===== config.mk =====
export PLATFORM = sky130hd
export DESIGN_NAME = y86_imem_loader
export DESIGN_NICKNAME = d
export VERILOG_FILES = /design/src/rtl/y86_imem_loader.sv
export SDC_FILE = /design/constraint.sdc
export NUM_CORES = 1
export LEC_CHECK = 0
export BUFFER_PORTS_ARGS = -buffer_cell sky130_fd_sc_hd__buf_4
export CAP_MARGIN = 10
export CORE_MARGIN = 3
export CORE_UTILIZATION = 37
export CTS_BUF_LIST = sky130_fd_sc_hd__clkbuf_8 sky130_fd_sc_hd__clkbuf_16
export DETAILED_ROUTE_END_ITERATION = 10
export PLACE_DENSITY = 0.62
export SETUP_SLACK_MARGIN = 0.15
export SLEW_MARGIN = 10
export SYNTH_ARGS = -nofsm -noshare
export SYNTH_HDL_FRONTEND = slang
export SYNTH_SLANG_ARGS = --single-unit

===== constraint.sdc =====
create_clock -name clk -period 1.91 [get_ports clk]
set_input_delay 0.0955 -clock clk [delete_from_list [all_inputs] [get_ports clk]]
set_output_delay 0.0955 -clock clk [all_outputs]
set_load 0.005 [all_outputs]

===== src/rtl/y86_imem_loader.sv =====
// Y86-64 instruction-memory loader: length-prefixed byte stream in, byte writes out.
// Holds cpu_run low until the image is fully committed. Optional macro: LOADER_CHECKSUM_EN.
module y86_imem_loader #(
  parameter int unsigned IMEM_DEPTH = 1024,
  parameter int unsigned ADDR_W     = 10
) (
  input  logic              clk,
  input  logic              rst,
  input  logic              in_valid,
  input  logic [7:0]        in_data,
  output logic              in_ready,
  input  logic              reload,
  output logic              mem_we,
  output logic [ADDR_W-1:0] mem_addr,
  output logic [7:0]        mem_wdata,
  output logic [ADDR_W:0]   byte_count,
  output logic              cpu_run,
  output logic              load_err
);

  typedef enum logic [2:0] {
    StLen0,
    StLen1,
    StData,
`ifdef LOADER_CHECKSUM_EN
    StChk,
`endif
    StDrain,
    StDone,
    StErr
  } state_e;

  // State entered once the payload (possibly empty) has been consumed.
`ifdef LOADER_CHECKSUM_EN
  localparam state_e StPayloadEnd = StChk;
`else
  localparam state_e StPayloadEnd = StDrain;
`endif

  localparam logic [15:0] LenMax = 16'(IMEM_DEPTH);

  state_e            r_state;
  state_e            w_state_d;
  logic [7:0]        r_len_lo;
  logic [7:0]        w_len_lo_d;
  logic [ADDR_W:0]   r_len;
  logic [ADDR_W:0]   w_len_d;
  logic [ADDR_W:0]   r_byte_count;
  logic [ADDR_W:0]   w_byte_count_d;
  logic [ADDR_W:0]   w_count_inc;
  logic [15:0]       w_len_full;
  logic              w_xfer;
  logic              w_wr;
  logic              r_mem_we;
  logic [ADDR_W-1:0] r_mem_addr;
  logic [7:0]        r_mem_wdata;
  logic              r_cpu_run;
  logic              r_load_err;
`ifdef LOADER_CHECKSUM_EN
  logic [7:0]        r_csum;
  logic [7:0]        w_csum_d;
`endif

  assign w_xfer      = in_valid & in_ready;
  assign w_len_full  = {in_data, r_len_lo};
  assign w_count_inc = r_byte_count + (ADDR_W + 1)'(1);

  always_comb begin
    in_ready = 1'b0;
    case (r_state)
      StLen0, StLen1, StData: in_ready = 1'b1;
`ifdef LOADER_CHECKSUM_EN
      StChk:                  in_ready = 1'b1;
`endif
      default:                in_ready = 1'b0;
    endcase
  end

  always_comb begin
    w_state_d      = r_state;
    w_len_lo_d     = r_len_lo;
    w_len_d        = r_len;
    w_byte_count_d = r_byte_count;
    w_wr           = 1'b0;
`ifdef LOADER_CHECKSUM_EN
    w_csum_d       = r_csum;
`endif
    case (r_state)
      StLen0: begin
        if (w_xfer) begin
          w_len_lo_d = in_data;
          w_state_d  = StLen1;
        end
      end
      StLen1: begin
        if (w_xfer) begin
          // Truncation is harmless: an oversize length never leaves StErr via StData.
          w_len_d = w_len_full[ADDR_W:0];
          if (w_len_full > LenMax) begin
            w_state_d = StErr;
          end else if (w_len_full == 16'd0) begin
            w_state_d = StPayloadEnd;
          end else begin
            w_state_d = StData;
          end
        end
      end
      StData: begin
        if (w_xfer) begin
          w_wr           = 1'b1;
          w_byte_count_d = w_count_inc;
`ifdef LOADER_CHECKSUM_EN
          w_csum_d       = r_csum ^ in_data;
`endif
          if (w_count_inc == r_len) begin
            w_state_d = StPayloadEnd;
          end
        end
      end
`ifdef LOADER_CHECKSUM_EN
      StChk: begin
        if (w_xfer) begin
          w_state_d = (in_data == r_csum) ? StDrain : StErr;
        end
      end
`endif
      StDrain: begin
        w_state_d = StDone;
      end
      StDone, StErr: begin
        if (reload) begin
          w_state_d      = StLen0;
          w_byte_count_d = '0;
`ifdef LOADER_CHECKSUM_EN
          w_csum_d       = '0;
`endif
        end
      end
      default: begin
        w_state_d = StLen0;
      end
    endcase
  end

  always_ff @(posedge clk or posedge rst) begin
    if (rst) begin
      r_state      <= StLen0;
      r_len_lo     <= '0;
      r_len        <= '0;
      r_byte_count <= '0;
      r_mem_we     <= 1'b0;
      r_mem_addr   <= '0;
      r_mem_wdata  <= '0;
      r_cpu_run    <= 1'b0;
      r_load_err   <= 1'b0;
    end else begin
      r_state      <= w_state_d;
      r_len_lo     <= w_len_lo_d;
      r_len        <= w_len_d;
      r_byte_count <= w_byte_count_d;
      r_mem_we     <= w_wr;
      if (w_wr) begin
        r_mem_addr  <= r_byte_count[ADDR_W-1:0];
        r_mem_wdata <= in_data;
      end
      // Lags StDone by one edge so the last write has long committed before release.
      r_cpu_run    <= (r_state == StDone) && !reload;
      r_load_err   <= (w_state_d == StErr);
    end
  end

`ifdef LOADER_CHECKSUM_EN
  always_ff @(posedge clk or posedge rst) begin
    if (rst) begin
      r_csum <= '0;
    end else begin
      r_csum <= w_csum_d;
    end
  end
`endif

  assign mem_we     = r_mem_we;
  assign mem_addr   = r_mem_addr;
  assign mem_wdata  = r_mem_wdata;
  assign byte_count = r_byte_count;
  assign cpu_run    = r_cpu_run;
  assign load_err   = r_load_err;

endmodule


==> impl_results.md <==
* Status: finished clean
* Fraction of registers with async set/reset at 100.0%
* Clk pwr share at 21.2%
* FF-to-FF Start: byte_count[1]$_DFFE_PP0P_
* Count of different cell masters after synthesis at 46
* CTS Sinks at 54
* Max Transition Viols Final at 0
* Pwr/cell area at 981.8 nW/um^2
* Pre-CTS setup slack at 0.01267 ns
* Finished Cell Area at 3366 um^2
* RSZ-0062 raised after global routing: yes
* Non-Filler Instances at 414
* Synth Flop Type: dfrtp_1
* Post-DP HPWL at 4263 um
* Minimum clock period at 1.754 ns
* Via count at 2064
* ANT nets after route at 0
* Ant diodes at 0
* DR pass1 iterations at 6
* Net count, final at 333
* CTS tree: yes
* Sequential fraction of the synthesis area at 51.75%
* Final Power at 3.304 mW
* Initial Utilization at 39.54%
* Synth-to-layout area growth at 28.89%
* Reg power frac at 49.8%
* Family with the most delay on the worst path: simple AND/OR/NAND/NOR gates
* H-tree levels at 2
* Worst Hold Class: primary input to flop
* WL per Instance at 14.76 um
* Clk pin slew, worst setup/hold paths at 0.11 ns
* Core area at 6604 um^2
* Fmax at 570.1 MHz
* PortBufs at 44
* Register area at 1361 um^2
* WL final at 6109 um
* Multi-input logic area at 1222 um^2
* Critical-path maximum fanout at 5
* Tcrit/Tclk final at 91.83%
* DP Area at 3104 um^2
* Worst skew pair latency at 0.32 ns
* Fin worst setup slack at 0.1560 ns
* Net switching power at 1.059 mW
* Global route overflow at 0
* Switching Fraction at 32.05%
* First-pass GRT wire length at 10280 um
* CP endpoint kind: flop
* Num rows at 29
* Chip Width at 90.01 um
* Syn avg cell area at 10.00 um^2
* Crit path cell chain: buf_4 > and4_4 > and2_1 > o211a_1 > nor4_2 > a31o_2 > and2_1
* Synthesized area at 2611 um^2
* Max Cap Violations at 0
* Crit. Startpoint: byte_count[1]$_DFFE_PP0P_
* Clock Path Buffers at 2
* Initial antenna violation count at 0
* Die area at 8102 um^2
* Layout cell share with drive strength beyond 1 at 37.69%
* Number of global-route vias before repair at 2105
* All-layer global routing usage at 15.35%
* CTS root buf: clkbuf_8
* CP max stage cell: dfrtp_2
* Most numerous cell in the Yosys netlist: nand2_1
* Die H at 90.01 um
* Worst-margin pin slew at 0.5938 ns
* Hold WS at 0.009056 ns
* Num CTS Buffers at 5
* Commonest cells post-synth: 64 x nand2_1, 54 x dfrtp_1, 18 x mux2_2
* Gate Count Post-Synth at 261
* DRC violations left at 0
* Worst slew margin at 60.35%
* Most frequent CP cell: and2_1
* Post-layout util at 50.97%
* Peak supply drop at 533.5 uV
* Final setup viols at 0
* Placed cells at 395
* Gate power share at 29.0%
* Crit path required time at 2.17 ns
* Syn Nets at 274
* GP Congestion at 0.8092
* Arr. time, crit path at 2.01 ns
* Synth area leaders: dfrtp_1 52%, nand2_1 9.2%, mux2_2 7.8%
* TNS Setup at 0 ns
* Synth top area share at 51.75%
* HP Start: in_data[3]
* Yosys top cell by area: dfrtp_1
* Setup crit start kind: flop
* Synth Warn # at 0
* Final Skew at 0.01087 ns
* Top Ports at 45
* Filler instances at 622
* Pin count of the biggest net entering global routing at 32
* Post-synth EDFFs at 0
* Pint at 2.245 mW
* Via/cell ratio at 4.986
* Buffers and inverters on the worst path at 1
* Final hold vios at 0
* Leak Pwr at 1.551 nW
* Flops & latches, synth at 54
* Worst path max stage delay at 0.44 ns
* DRT iter0 DRCs at 82
* Critical path type: flop to flop
registers in the layout, summed over array words and instances (netlist names):
register / count
mem_we: 1
r_len_lo: 8
byte_count: 11
mem_addr: 10
cpu_run: 1
load_err: 1
mem_wdata: 8
r_state: 3
r_len: 11
repair_timing:
action                                  CTS  global route
buffers inserted                          2             0
gates resized for setup                   3            14
pin swaps                                 1             1
hold endpoints to repair                 34             0
endpoints found under the setup margin   10            12
hold buffers                              9             0
area by class of cell:
cell class | count | share of cell area [%]
sequential | 54 | 40.45
multi-input combinational | 185 | 36.32
timing repair buffer | 68 | 16.21
tap | 93 | 3.457
clock buffer | 5 | 2.045
clock inverter | 3 | 0.8550
inverter | 6 | 0.6691
worst reg2reg max path, stage by stage, from the launching register on:
cell,delay [ns]
dfrtp_2,0.44
buf_4,0.16
and4_4,0.19
and2_1,0.18
o211a_1,0.14
nor4_2,0.28
a31o_2,0.20
and2_1,0.11
routing by layer:
layer / routed length, um / up-vias / GRT usage (%) / share of wire, %
met3: 217 / 5 / 3.172 / 3.6
met1: 2829 / 996 / 20.50 / 46
met5: 0 / - / 0 / 0
met2: 3024 / 50 / 25.51 / 50
li1: - / 1013 / - / -
met4: 37 / 0 / 3.827 / 0.61
layout by cell type, fill, tap and decap left out, types with 2 or more instances in the layout:
cell type / synthesis / layout
and4_4: 2 / 2
nand4_1: 4 / 4
a21oi_1: 9 / 8
nand2b_1: 3 / 3
xnor2_1: 8 / 7
nand2_1: 64 / 64
nor2b_1: 2 / 2
clkbuf_8: 0 / 5
o21ai_0: 17 / 16
dfrtp_2: 0 / 8
a31o_2: 2 / 2
dlygate4sd3_1: 0 / 9
nand3_2: 0 / 2
inv_1: 4 / 3
and2_1: 3 / 3
mux2_2: 18 / 18
or2_2: 2 / 2
nor4_2: 1 / 4
nand3_1: 6 / 4
dfrtp_1: 54 / 46
nor3_1: 3 / 3
nor2_1: 6 / 6
o31ai_1: 4 / 4
a31oi_1: 3 / 2
inv_2: 2 / 3
xor2_1: 4 / 4
buf_4: 2 / 58
final timing paths:
path                                              to  slack, ns  cells past startpoint
max                               load_err$_DFF_PP0_       0.16                      7
min in group asynchronous           mem_we$_DFF_PP0_       0.39                      3
min                         mem_wdata[3]$_DFFE_PP0P_      0.009                      3
max reg2reg                       load_err$_DFF_PP0_       0.16                      7
max in group asynchronous  byte_count[8]$_DFFE_PP0P_       0.94                      4
min reg2reg                  mem_addr[1]$_DFFE_PP0P_       0.48                      2
power groups by stage:
stage	clock network (mW)	registers, mW	logic, mW
floorplan	0	1.59	0.665
global placement	0	1.64	0.908
detailed placement	0	1.66	0.933
CTS	0.720	1.63	0.954
global route	0.765	1.68	1.05
finish	0.699	1.65	0.959
cell families (layout without fill, tap and decap cells):
| group | after synthesis | count (layout) | synth area share, % |
|---|---|---|---|
| XOR/XNOR | 12 | 12 | 4.025 |
| flip-flops | 54 | 54 | 51.75 |
| AND/OR/NAND/NOR | 109 | 109 | 20.36 |
| multiplexers | 19 | 19 | 8.337 |
| adder cells (fa/ha/maj) | 1 | 1 | 0.4791 |
| buffers and inverters | 22 | 82 | 4.360 |
| AO/OA/AOI/OAI | 44 | 44 | 10.69 |
Power figures use the tool's default switching activity.
